===== src/rtl/fifo_reader.sv =====
// -----------------------------------------------------------------------------
// fifo_reader
//
// Drains a standard synchronous FIFO (read data valid one cycle after the read
// strobe) into a valid/ready byte stream cut into frames of FRAME_LEN bytes.
// A 2-entry skid buffer behind a registered output stage lets the block keep
// one byte per cycle while absorbing downstream back-pressure without losing
// the word that is already in flight from the FIFO.
//
// Optional feature (macro FIFO_READER_PAD_EN):
//   When defined, a frame stalled on an empty FIFO for PAD_TIMEOUT consecutive
//   cycles is completed with PAD_BYTE fillers (m_last on the final one). When
//   undefined, the PAD state and its timeout counter do not exist and a stalled
//   frame waits indefinitely for more data.
//
// Parameters:
//   N_BIT       data byte width
//   FRAME_LEN   bytes per output frame (2..65535)
//   PAD_TIMEOUT empty-FIFO cycles before padding (1..255)
//   PAD_BYTE    padding value
//
// Ports:
//   clk        in   rising-edge clock
//   reset      in   asynchronous active-low reset
//   fifo_data  in   FIFO read data, valid the cycle after an accepted read
//   fifo_empty in   FIFO empty flag
//   fifo_rd    out  FIFO read strobe
//   m_data     out  stream data
//   m_valid    out  stream data valid
//   m_ready    in   downstream ready
//   m_last     out  last byte of frame (qualified by m_valid)
//   frame_cnt  out  completed frames, wraps 16'hFFFF -> 0
//   busy       out  high whenever the control state is not IDLE
// -----------------------------------------------------------------------------
module fifo_reader #(
  parameter int unsigned      N_BIT       = 8,
  parameter int unsigned      FRAME_LEN   = 16,
  parameter int unsigned      PAD_TIMEOUT = 8,
  parameter logic [N_BIT-1:0] PAD_BYTE    = 8'h00
) (
  input  logic             clk,
  input  logic             reset,
  input  logic [N_BIT-1:0] fifo_data,
  input  logic             fifo_empty,
  output logic             fifo_rd,
  output logic [N_BIT-1:0] m_data,
  output logic             m_valid,
  input  logic             m_ready,
  output logic             m_last,
  output logic [15:0]      frame_cnt,
  output logic             busy
);

  // Elaboration-time range checks on the configuration.
  if (FRAME_LEN < 2 || FRAME_LEN > 65535) begin : g_bad_frame_len
    $error("fifo_reader: FRAME_LEN must be in 2..65535");
  end
  if (PAD_TIMEOUT < 1 || PAD_TIMEOUT > 255) begin : g_bad_pad_timeout
    $error("fifo_reader: PAD_TIMEOUT must be in 1..255");
  end

  typedef enum logic [1:0] {
    IDLE   = 2'd0,
    STREAM = 2'd1,
`ifdef FIFO_READER_PAD_EN
    STALL  = 2'd2,
    PAD    = 2'd3
`else
    STALL  = 2'd2
`endif
  } state_e;

  // Index of the final byte of a frame; both frame counters wrap here.
  localparam logic [15:0] LAST_IDX = 16'(FRAME_LEN - 1);

  // Reset release synchroniser; activity is held off until both flops are set.
  logic [1:0]       rst_sync_q;

  state_e           state_q, state_d;
  logic [15:0]      issued_q, issued_d;     // reads (or pads) issued in current frame
  logic [15:0]      load_q, load_d;         // bytes loaded into the output stage in frame
  logic             inflight_q, inflight_d; // a read was issued last cycle
  logic [N_BIT-1:0] buf0_q, buf0_d;         // skid buffer head
  logic [N_BIT-1:0] buf1_q, buf1_d;         // skid buffer tail
  logic [1:0]       buf_cnt_q, buf_cnt_d;
  logic [N_BIT-1:0] m_data_q, m_data_d;
  logic             m_valid_q, m_valid_d;
  logic             m_last_q, m_last_d;
  logic [15:0]      frame_q, frame_d;

  logic             run_s;
  logic             out_free_s;
  logic             xfer_s;
  logic             last_xfer_s;
  logic             rd_s;
  logic             pop_s;
  logic             bypass_s;
  logic             push_s;
  logic             pad_load_s;
  logic             load_s;
  logic             rd_block_s;
  logic [N_BIT-1:0] load_data_s;

`ifdef FIFO_READER_PAD_EN
  localparam logic [7:0] TO_LAST = 8'(PAD_TIMEOUT - 1);
  logic [7:0]       to_q, to_d;             // consecutive empty cycles while stalled
`endif

  assign run_s       = rst_sync_q[1];
  assign out_free_s  = !m_valid_q || m_ready;
  assign xfer_s      = m_valid_q && m_ready;
  assign last_xfer_s = xfer_s && m_last_q;

`ifdef FIFO_READER_PAD_EN
  // Once padding starts, real data must stay in the FIFO for the next frame.
  assign rd_block_s  = (state_q == PAD);
  assign pad_load_s  = (state_q == PAD) && (buf_cnt_q == 2'd0) && !inflight_q &&
                       out_free_s && (issued_q != 16'd0);
`else
  assign rd_block_s  = 1'b0;
  assign pad_load_s  = 1'b0;
`endif

  // The read strobe is combinational on fifo_empty so the first byte reaches
  // the output two cycles after the FIFO goes non-empty. Budgeting against
  // buffered + in-flight words guarantees the returning word always has a
  // free slot even if the output is stalled. The issued-in-frame counter wraps
  // at LAST_IDX, so it is always below FRAME_LEN and frame N+1 reads only
  // begin after frame N's last read.
  assign rd_s = run_s && !fifo_empty && !rd_block_s &&
                ((buf_cnt_q + {1'b0, inflight_q}) < 2'd2);

  // The oldest word wins the output stage: buffer head, then the word arriving
  // from the FIFO, then a pad filler.
  assign pop_s    = out_free_s && (buf_cnt_q != 2'd0);
  assign bypass_s = out_free_s && (buf_cnt_q == 2'd0) && inflight_q;
  assign push_s   = inflight_q && !bypass_s;
  assign load_s   = pop_s || bypass_s || pad_load_s;

  // Reset release synchroniser.
  always_ff @(posedge clk or negedge reset) begin
    if (!reset) begin
      rst_sync_q <= 2'b00;
    end else begin
      rst_sync_q <= {rst_sync_q[0], 1'b1};
    end
  end

  // Control state register.
  always_ff @(posedge clk or negedge reset) begin
    if (!reset) begin
      state_q <= IDLE;
    end else begin
      state_q <= state_d;
    end
  end

  // Next-state logic.
  always_comb begin
    state_d = state_q;
`ifdef FIFO_READER_PAD_EN
    to_d    = 8'd0;
`endif
    case (state_q)
      IDLE: begin
        if (rd_s) begin
          state_d = STREAM;
        end else begin
          state_d = IDLE;
        end
      end
      STREAM: begin
        // issued_q != 0 means a frame's reads are only partly issued.
        if (fifo_empty && (issued_q != 16'd0)) begin
          state_d = STALL;
        end else if (last_xfer_s && fifo_empty && (buf_cnt_q == 2'd0) && !inflight_q) begin
          state_d = IDLE;
        end else begin
          state_d = STREAM;
        end
      end
      STALL: begin
        if (!fifo_empty) begin
          state_d = STREAM;
`ifdef FIFO_READER_PAD_EN
        end else if (to_q == TO_LAST) begin
          state_d = PAD;
        end else begin
          state_d = STALL;
          to_d    = to_q + 8'd1;
`else
        end else begin
          state_d = STALL;
`endif
        end
      end
`ifdef FIFO_READER_PAD_EN
      PAD: begin
        // issued_q back at zero means the last filler has been loaded.
        if (last_xfer_s && (issued_q == 16'd0)) begin
          state_d = IDLE;
        end else begin
          state_d = PAD;
        end
      end
`endif
      default: begin
        state_d = IDLE;
      end
    endcase
  end

`ifdef FIFO_READER_PAD_EN
  // Pad timeout counter.
  always_ff @(posedge clk or negedge reset) begin
    if (!reset) begin
      to_q <= 8'd0;
    end else begin
      to_q <= to_d;
    end
  end
`endif

  // Datapath next-state: counters, skid buffer, output stage, frame count.
  always_comb begin
    issued_d   = issued_q;
    load_d     = load_q;
    inflight_d = rd_s;
    buf0_d     = buf0_q;
    buf1_d     = buf1_q;
    buf_cnt_d  = buf_cnt_q;
    m_data_d   = m_data_q;
    m_valid_d  = m_valid_q;
    m_last_d   = m_last_q;
    frame_d    = frame_q;

    if (pop_s) begin
      load_data_s = buf0_q;
    end else if (bypass_s) begin
      load_data_s = fifo_data;
    end else begin
      load_data_s = PAD_BYTE;
    end

    if (rd_s || pad_load_s) begin
      if (issued_q == LAST_IDX) begin
        issued_d = 16'd0;
      end else begin
        issued_d = issued_q + 16'd1;
      end
    end else begin
      issued_d = issued_q;
    end

    case ({pop_s, push_s})
      2'b10: begin
        buf0_d    = buf1_q;
        buf_cnt_d = buf_cnt_q - 2'd1;
      end
      2'b01: begin
        if (buf_cnt_q == 2'd0) begin
          buf0_d = fifo_data;
        end else begin
          buf1_d = fifo_data;
        end
        buf_cnt_d = buf_cnt_q + 2'd1;
      end
      2'b11: begin
        if (buf_cnt_q == 2'd1) begin
          buf0_d = fifo_data;
        end else begin
          buf0_d = buf1_q;
          buf1_d = fifo_data;
        end
      end
      default: begin
        buf_cnt_d = buf_cnt_q;
      end
    endcase

    if (load_s) begin
      m_data_d  = load_data_s;
      m_valid_d = 1'b1;
      m_last_d  = (load_q == LAST_IDX);
      if (load_q == LAST_IDX) begin
        load_d = 16'd0;
      end else begin
        load_d = load_q + 16'd1;
      end
    end else if (xfer_s) begin
      m_valid_d = 1'b0;
      m_last_d  = 1'b0;
    end else begin
      m_valid_d = m_valid_q;
    end

    if (last_xfer_s) begin
      frame_d = frame_q + 16'd1;
    end else begin
      frame_d = frame_q;
    end
  end

  // Datapath registers.
  always_ff @(posedge clk or negedge reset) begin
    if (!reset) begin
      issued_q   <= 16'd0;
      load_q     <= 16'd0;
      inflight_q <= 1'b0;
      buf0_q     <= '0;
      buf1_q     <= '0;
      buf_cnt_q  <= 2'd0;
      m_data_q   <= '0;
      m_valid_q  <= 1'b0;
      m_last_q   <= 1'b0;
      frame_q    <= 16'd0;
    end else begin
      issued_q   <= issued_d;
      load_q     <= load_d;
      inflight_q <= inflight_d;
      buf0_q     <= buf0_d;
      buf1_q     <= buf1_d;
      buf_cnt_q  <= buf_cnt_d;
      m_data_q   <= m_data_d;
      m_valid_q  <= m_valid_d;
      m_last_q   <= m_last_d;
      frame_q    <= frame_d;
    end
  end

  assign fifo_rd   = rd_s;
  assign m_data    = m_data_q;
  assign m_valid   = m_valid_q;
  assign m_last    = m_last_q;
  assign frame_cnt = frame_q;
  assign busy      = (state_q != IDLE);

endmodule


===== config.mk =====
export PLATFORM = sky130hd
export DESIGN_NAME = fifo_reader
export DESIGN_NICKNAME = d
export VERILOG_FILES = /design/src/rtl/fifo_reader.sv
export SDC_FILE = /design/constraint.sdc
export NUM_CORES = 1
export LEC_CHECK = 0
export ABC_AREA = 1
export CORE_MARGIN = 4
export CORE_UTILIZATION = 45
export DETAILED_ROUTE_END_ITERATION = 12
export GPL_TIMING_DRIVEN = 0
export HOLD_SLACK_MARGIN = 0.02
export SLEW_MARGIN = 10
export SYNTH_ARGS = -nofsm -noshare
export SYNTH_HDL_FRONTEND = slang
export SYNTH_SLANG_ARGS = --single-unit

===== constraint.sdc =====
create_clock -name clk -period 2.7 [get_ports clk]
set_clock_uncertainty 0.1 [all_clocks]
set_input_delay 0.405 -clock clk [delete_from_list [all_inputs] [get_ports clk]]
set_output_delay 0.405 -clock clk [all_outputs]
set_load 0.01 [all_outputs]

Word level (Yosys, flattened, before mapping)
Index checks and enable logic that the tools add are counted.

cells by class
  add/sub/neg operators = 6
  $lt $le $gt $ge = 1
  eq/ne operators = 11
  multiplexer cells = 19
  reductions and logical operators = 29

operator list
  cell                     count
  $add A16 B1 Y16 const B  3
  $mux W8                  6
  $eq A16 B4 Y1 const B    2
  $mux W16                 2
  $pmux W8 S3              1
  $pmux W8 S2              1
  $reduce_bool A16 Y1      1
  $logic_and A1 B1 Y1      12
  $reduce_bool A2 Y1       5
  $eq A2 B1 Y1 const B     3
  $eq A2 B2 Y1 const B     3
  $ne A2 B2 Y1 const B     3
  $pmux W2 S3              1
  $mux W1                  5
  $logic_not A1 Y1         4
  $logic_not A2 Y1         2
  $mux W2                  2
  $pmux W2 S2              1
  $reduce_and A3 Y1        1
  $reduce_bool A3 Y1       1
  $add A2 B1 Y2            1
  $add A2 B1 Y2 const B    1
  $logic_or A1 B1 Y1       2
  $lt A2 B2 Y1 const B     1
  other kinds (2)          2

storage, ports and cells
  register bits = 81
  input bits = 12
  output and inout port bits = 28
  logic and storage cells = 78

Longest topological paths before layout
  word-level depth = 9
  gate-level depth with buffers = 12
  gate-level depth less buffers = 12

Worst setup path before layout
No wires, ideal clock.

  path kind = register to register
  start = register buf_cnt_q[0]
  end = register buf0_q[0]
  library setup time = 0.117 ns
  arrival = 1.797 ns
  data required time = 2.483 ns
  slack = 0.687 ns
  stages on the path, launching flop included = 13
  path buffers = 0
  period minus slack after synthesis = 2.013 ns
  path through = dfrtp_1 > inv_1 > ha_1 > inv_1 > nand2_1 > clkinv_1 > ha_1 > nand2_1 > nand2_1 > nand3_1 > nand2_1 > nand2_1 > nand2_1

on the way
  cells in the longest elaborated chain, start to end = 8
  elaborated cells on any way between the ends = 16
  classes of those cells = eq/ne (5); mux (2); reduce/logical (9)

ends and longest elaborated chain
  what                                                                        RTL line  source
  start: declaration                                                          85        logic [1:0] buf_cnt_q, buf_cnt_d;
  start signal: assignment                                                    323       buf_cnt_q <= buf_cnt_d;
  $logic_not A2 Y1                                                            136, 261
  $logic_and A1 B1 Y1 (2 in series)                                           136       assign bypass_s = out_free_s && (buf_cnt_q == 2'd0) && inflight_q;
  $logic_not A1 Y1                                                            137       assign push_s = inflight_q && !bypass_s;
  $logic_and A1 B1 Y1                                                         137
  $eq A2 B1 Y1 / $eq A2 B2 Y1 (equally long branches)                         255       case ({pop_s, push_s})
  $ne A2 B2 Y1 (no source line) / $reduce_bool A3 Y1 (equally long branches)  n/a
  $reduce_and A2 Y1 (no source line)                                          n/a
  end signal: assignment                                                      321       buf0_q <= buf0_d;
  end: declaration                                                            83        logic [N_BIT-1:0] buf0_q, buf0_d;

Several ways; a longest one is shown, not always the timed one.
A chain may end at the register's enable or synchronous reset.

Worst setup path in the final report
  start = register buf_cnt_q[1]
  end = register buf0_q[5]

The elaborated chain is that of the path after synthesis.

==> impl_metrics.env <==
export IMPL_status="finished, final reports clean"
export IMPL_synth_top_cells_by_count="204 x nand2_1, 81 x dfrtp_1, 70 x inv_1, 63 x nand3_1, 59 x nor2_1"
export IMPL_setup_viol=0
export IMPL_placed_cells=779
export IMPL_slowest_stage="dfrtp_1"
export IMPL_io_buffers=39
export IMPL_synth_top_area_share_pct=44.91
export IMPL_synth_area_leaders="dfrtp_1 45%, nand2_1 17%, nand3_1 7.0%"
export IMPL_slew_violations=0
export IMPL_grt_pass1_vias=3750
export IMPL_grt_use_total_pct=18.45
export IMPL_place_area_mm2=0.005095
export IMPL_syn_area_mm2=0.004513
export IMPL_die_w_um=108.1
export IMPL_drc=0
export IMPL_max_stage_delay_ns=0.38
export IMPL_grt_start_max_net_pins=51
export IMPL_rsz0062_at_grt="false"
export IMPL_row_count=36
export IMPL_yosysMostFrequentCell="nand2_1"
export IMPL_period_share_pct=86.18
export IMPL_synth_edf_count=0
export IMPL_antenna_cells=0
export IMPL_switchingPower_mw=1.534
export IMPL_power_frac_seq_pct=44.1
export IMPL_die_area_mm2=0.01170
export IMPL_dr_total_vias=3895
export IMPL_cts_tree="yes"
export IMPL_grt_first_pass_wirelength_um=17350
export IMPL_synth_cells=606
export IMPL_area_growth_pct=17.05
export IMPL_combPwrFrac_pct=35.9
export IMPL_cts_sinks=81
export IMPL_arrival_ns=2.47
export IMPL_grt_antenna_before_repair=0
export IMPL_setup_ws_ns=0.3731
export IMPL_critPathRequiredTime_ns=2.85
export IMPL_hold_class="register to register"
export IMPL_finalHoldViolCount=0
export IMPL_fin_cells=795
export IMPL_ir_drop_mv=0.4652
export IMPL_critPathLaunchType="register"
export IMPL_cts_root_buf="clkbuf_8"
export IMPL_hpwl_um=7534
export IMPL_ys_warn_count=0
export IMPL_clk_pin_slew_ns=0.08
export IMPL_switching_share_pct=38.19
export IMPL_leakagePower_nw=2.595
export IMPL_wl_per_cell_um=12.41
export IMPL_fillCellCount=966
export IMPL_core_area_mm2=0.009774
export IMPL_drtPass1Iterations=5
export IMPL_place_congestion=0.8673
export IMPL_synth_seq_cells=81
export IMPL_power_density_mw_per_mm2=760.2
export IMPL_clock_latency_ns=0.35
export IMPL_synth_ff_type="dfrtp_1"
export IMPL_intPower_mw=2.482
export IMPL_synth_top_area_cell="dfrtp_1"
export IMPL_cts_buffers=9
export IMPL_final_cell_area_mm2=0.005283
export IMPL_htreeDepth=3
export IMPL_place_ws_ns=-0.007326
export IMPL_initial_utilization_pct=46.17
export IMPL_drive_gt1_share_pct=7.402
export IMPL_antenna_left=0
export IMPL_power_mw=4.016
export IMPL_max_freq_mhz=429.8
export IMPL_crit_path_cell_trace="inv_1 > ha_1 > inv_1 > nand2_1 > clkinv_1 > ha_1 > nand2_1 > nand2_1 > nand3_1 > nand2_1 > nand2_1 > nand2_1"
export IMPL_worstSetupEndpointType="register"
export IMPL_io_pins=40
export IMPL_initialDrtViolationCount=158
export IMPL_hold_ws_ns=0.2595
export IMPL_criticalPathCategory="register to register"
export IMPL_clockBufferDepth=2
export IMPL_synth_fp_nets=625
export IMPL_grt_overflow_total=0
export IMPL_fin_nets=677
export IMPL_yosysSeqAreaShare_pct=44.91
export IMPL_path_max_fanout=9
export IMPL_crit_top_cell="nand2_1"
export IMPL_fp_dieH_um=108.1
export IMPL_period_needed_ns=2.327
export IMPL_min_path_cells=0
export IMPL_async_flop_share_pct=100.0
export IMPL_wl_um=9868
export IMPL_drv_cap=0
export IMPL_ys_types=29
export IMPL_r2r_cells=12
export IMPL_clkPwrFrac_pct=19.9
export IMPL_postSynthAreaPerCell_um2=7.447
export IMPL_vias_per_cell=4.899
==> power groups by stage <==
stage	Sequential (mW)	Combinational, mW	Clock (mW)
after floorplan	1.76	1.02	0
after global placement	1.79	1.42	0
after detailed placement	1.79	1.45	0
after CTS	1.77	1.46	0.838
after global routing	1.81	1.67	0.884
final	1.77	1.44	0.801
==> per-layer routing <==
| layer | vias to the layer above | track usage [%] | share of wire [%] |
|---|---|---|---|
| li1 | 2019 | - | - |
| met1 | 1823 | 25.47 | 51 |
| met2 | 43 | 29.66 | 45 |
| met3 | 10 | 2.627 | 2.8 |
| met4 | 0 | 6.763 | 1.4 |
| met5 | - | 0 | 0 |
==> worst max-delay path, delay by kind of cell (launching register included) <==
kind / cells / cell delay (ns)
AND/OR/NAND/NOR: 7 / 0.76
adder cells (fa/ha/maj): 2 / 0.55
flip-flops: 1 / 0.38
buffers and inverters: 3 / 0.45
==> flip-flops by register name, indices dropped and copies added, names as in the netlist, 2 cells and up <==
signal / flops
frame_cnt: 16
issued_q: 16
load_q: 16
buf0_q: 8
buf1_q: 8
m_data: 8
buf_cnt_q: 2
rst_sync_q: 2
state_q: 2
==> through the flow <==
stage	setup TNS [ns]	utilization (%)
floorplan	0	-
global placement	-155.59	51.87
detailed placement	-0.007326	52.12
CTS	0	54.02
global route	0	54.05
finish	0	54.05
==> cells by family (layout without fill, tap and decap cells) <==
logic type	Yosys count	after routing	synth area share [%]
adders and majority gates	7	7	1.941
xor gates and xnor gates	22	22	4.270
DFF	81	81	44.91
and+or+nand+nor	368	368	35.76
AOI/OAI and AO/OA	44	44	5.517
buffers and inverters	83	139	7.513
other	1	1	0.08309
==> worst paths after layout <==
check | startpoint | to | slack, ns
hold reg to reg | rst_sync_q[0]$_DFF_PN0_ | rst_sync_q[1]$_DFF_PN0_ | 0.26
setup / recovery | buf_cnt_q[1]$_DFFE_PN0P_ | buf0_q[5]$_DFFE_PN0P_ | 0.37
max in group asynchronous | reset | issued_q[15]$_DFFE_PN0P_ | 1.47
min in group asynchronous | reset | frame_cnt[6]$_DFFE_PN0N_ | 0.44
hold / removal | rst_sync_q[0]$_DFF_PN0_ | rst_sync_q[1]$_DFF_PN0_ | 0.26
setup reg to reg | buf_cnt_q[1]$_DFFE_PN0P_ | buf0_q[5]$_DFFE_PN0P_ | 0.37
==> final cells by class <==
type	count	area (um^2)	share of cell area [%]
tap	133	166.4	3.150
clock inverter	2	13.76	0.2605
buffer	9	63.81	1.208
inverter	74	277.8	5.258
multi-input combinational	442	2147	40.64
timing repair buffer	41	427.9	8.100
sequential	81	2027	38.37
clock buffer	13	158.9	3.008
==> what timing repair did <==
item / CTS / global route
endpoints found under the setup margin: 1 / 1
resized for setup: 1 / 1
hold buffers: 1 / 0
buffers inserted: 0 / 0
endpoints found under the hold margin: 31 / 0
==> layout by cell type, fill, tap and decap left out, drive strengths merged <==
cell           netlist  final
a21oi                6      6
buf                  8     10
clkbuf               1     14
clkdlybuf4s50        0     37
clkinv               1      3
conb                 1      1
dfrtp               81     81
dlygate4sd3          0      1
dlymetal6s2s         0      1
ha                   7      7
inv                 73     73
nand2              209    209
nand3               66     66
nand3b               6      6
nand4               17     17
nor2                64     64
nor3                 4      4
o21a                 1      1
o21ai               37     37
or2                  2      2
xnor2                3      3
xor2                19     19
Note: power is estimated with default switching activity, not from simulation.
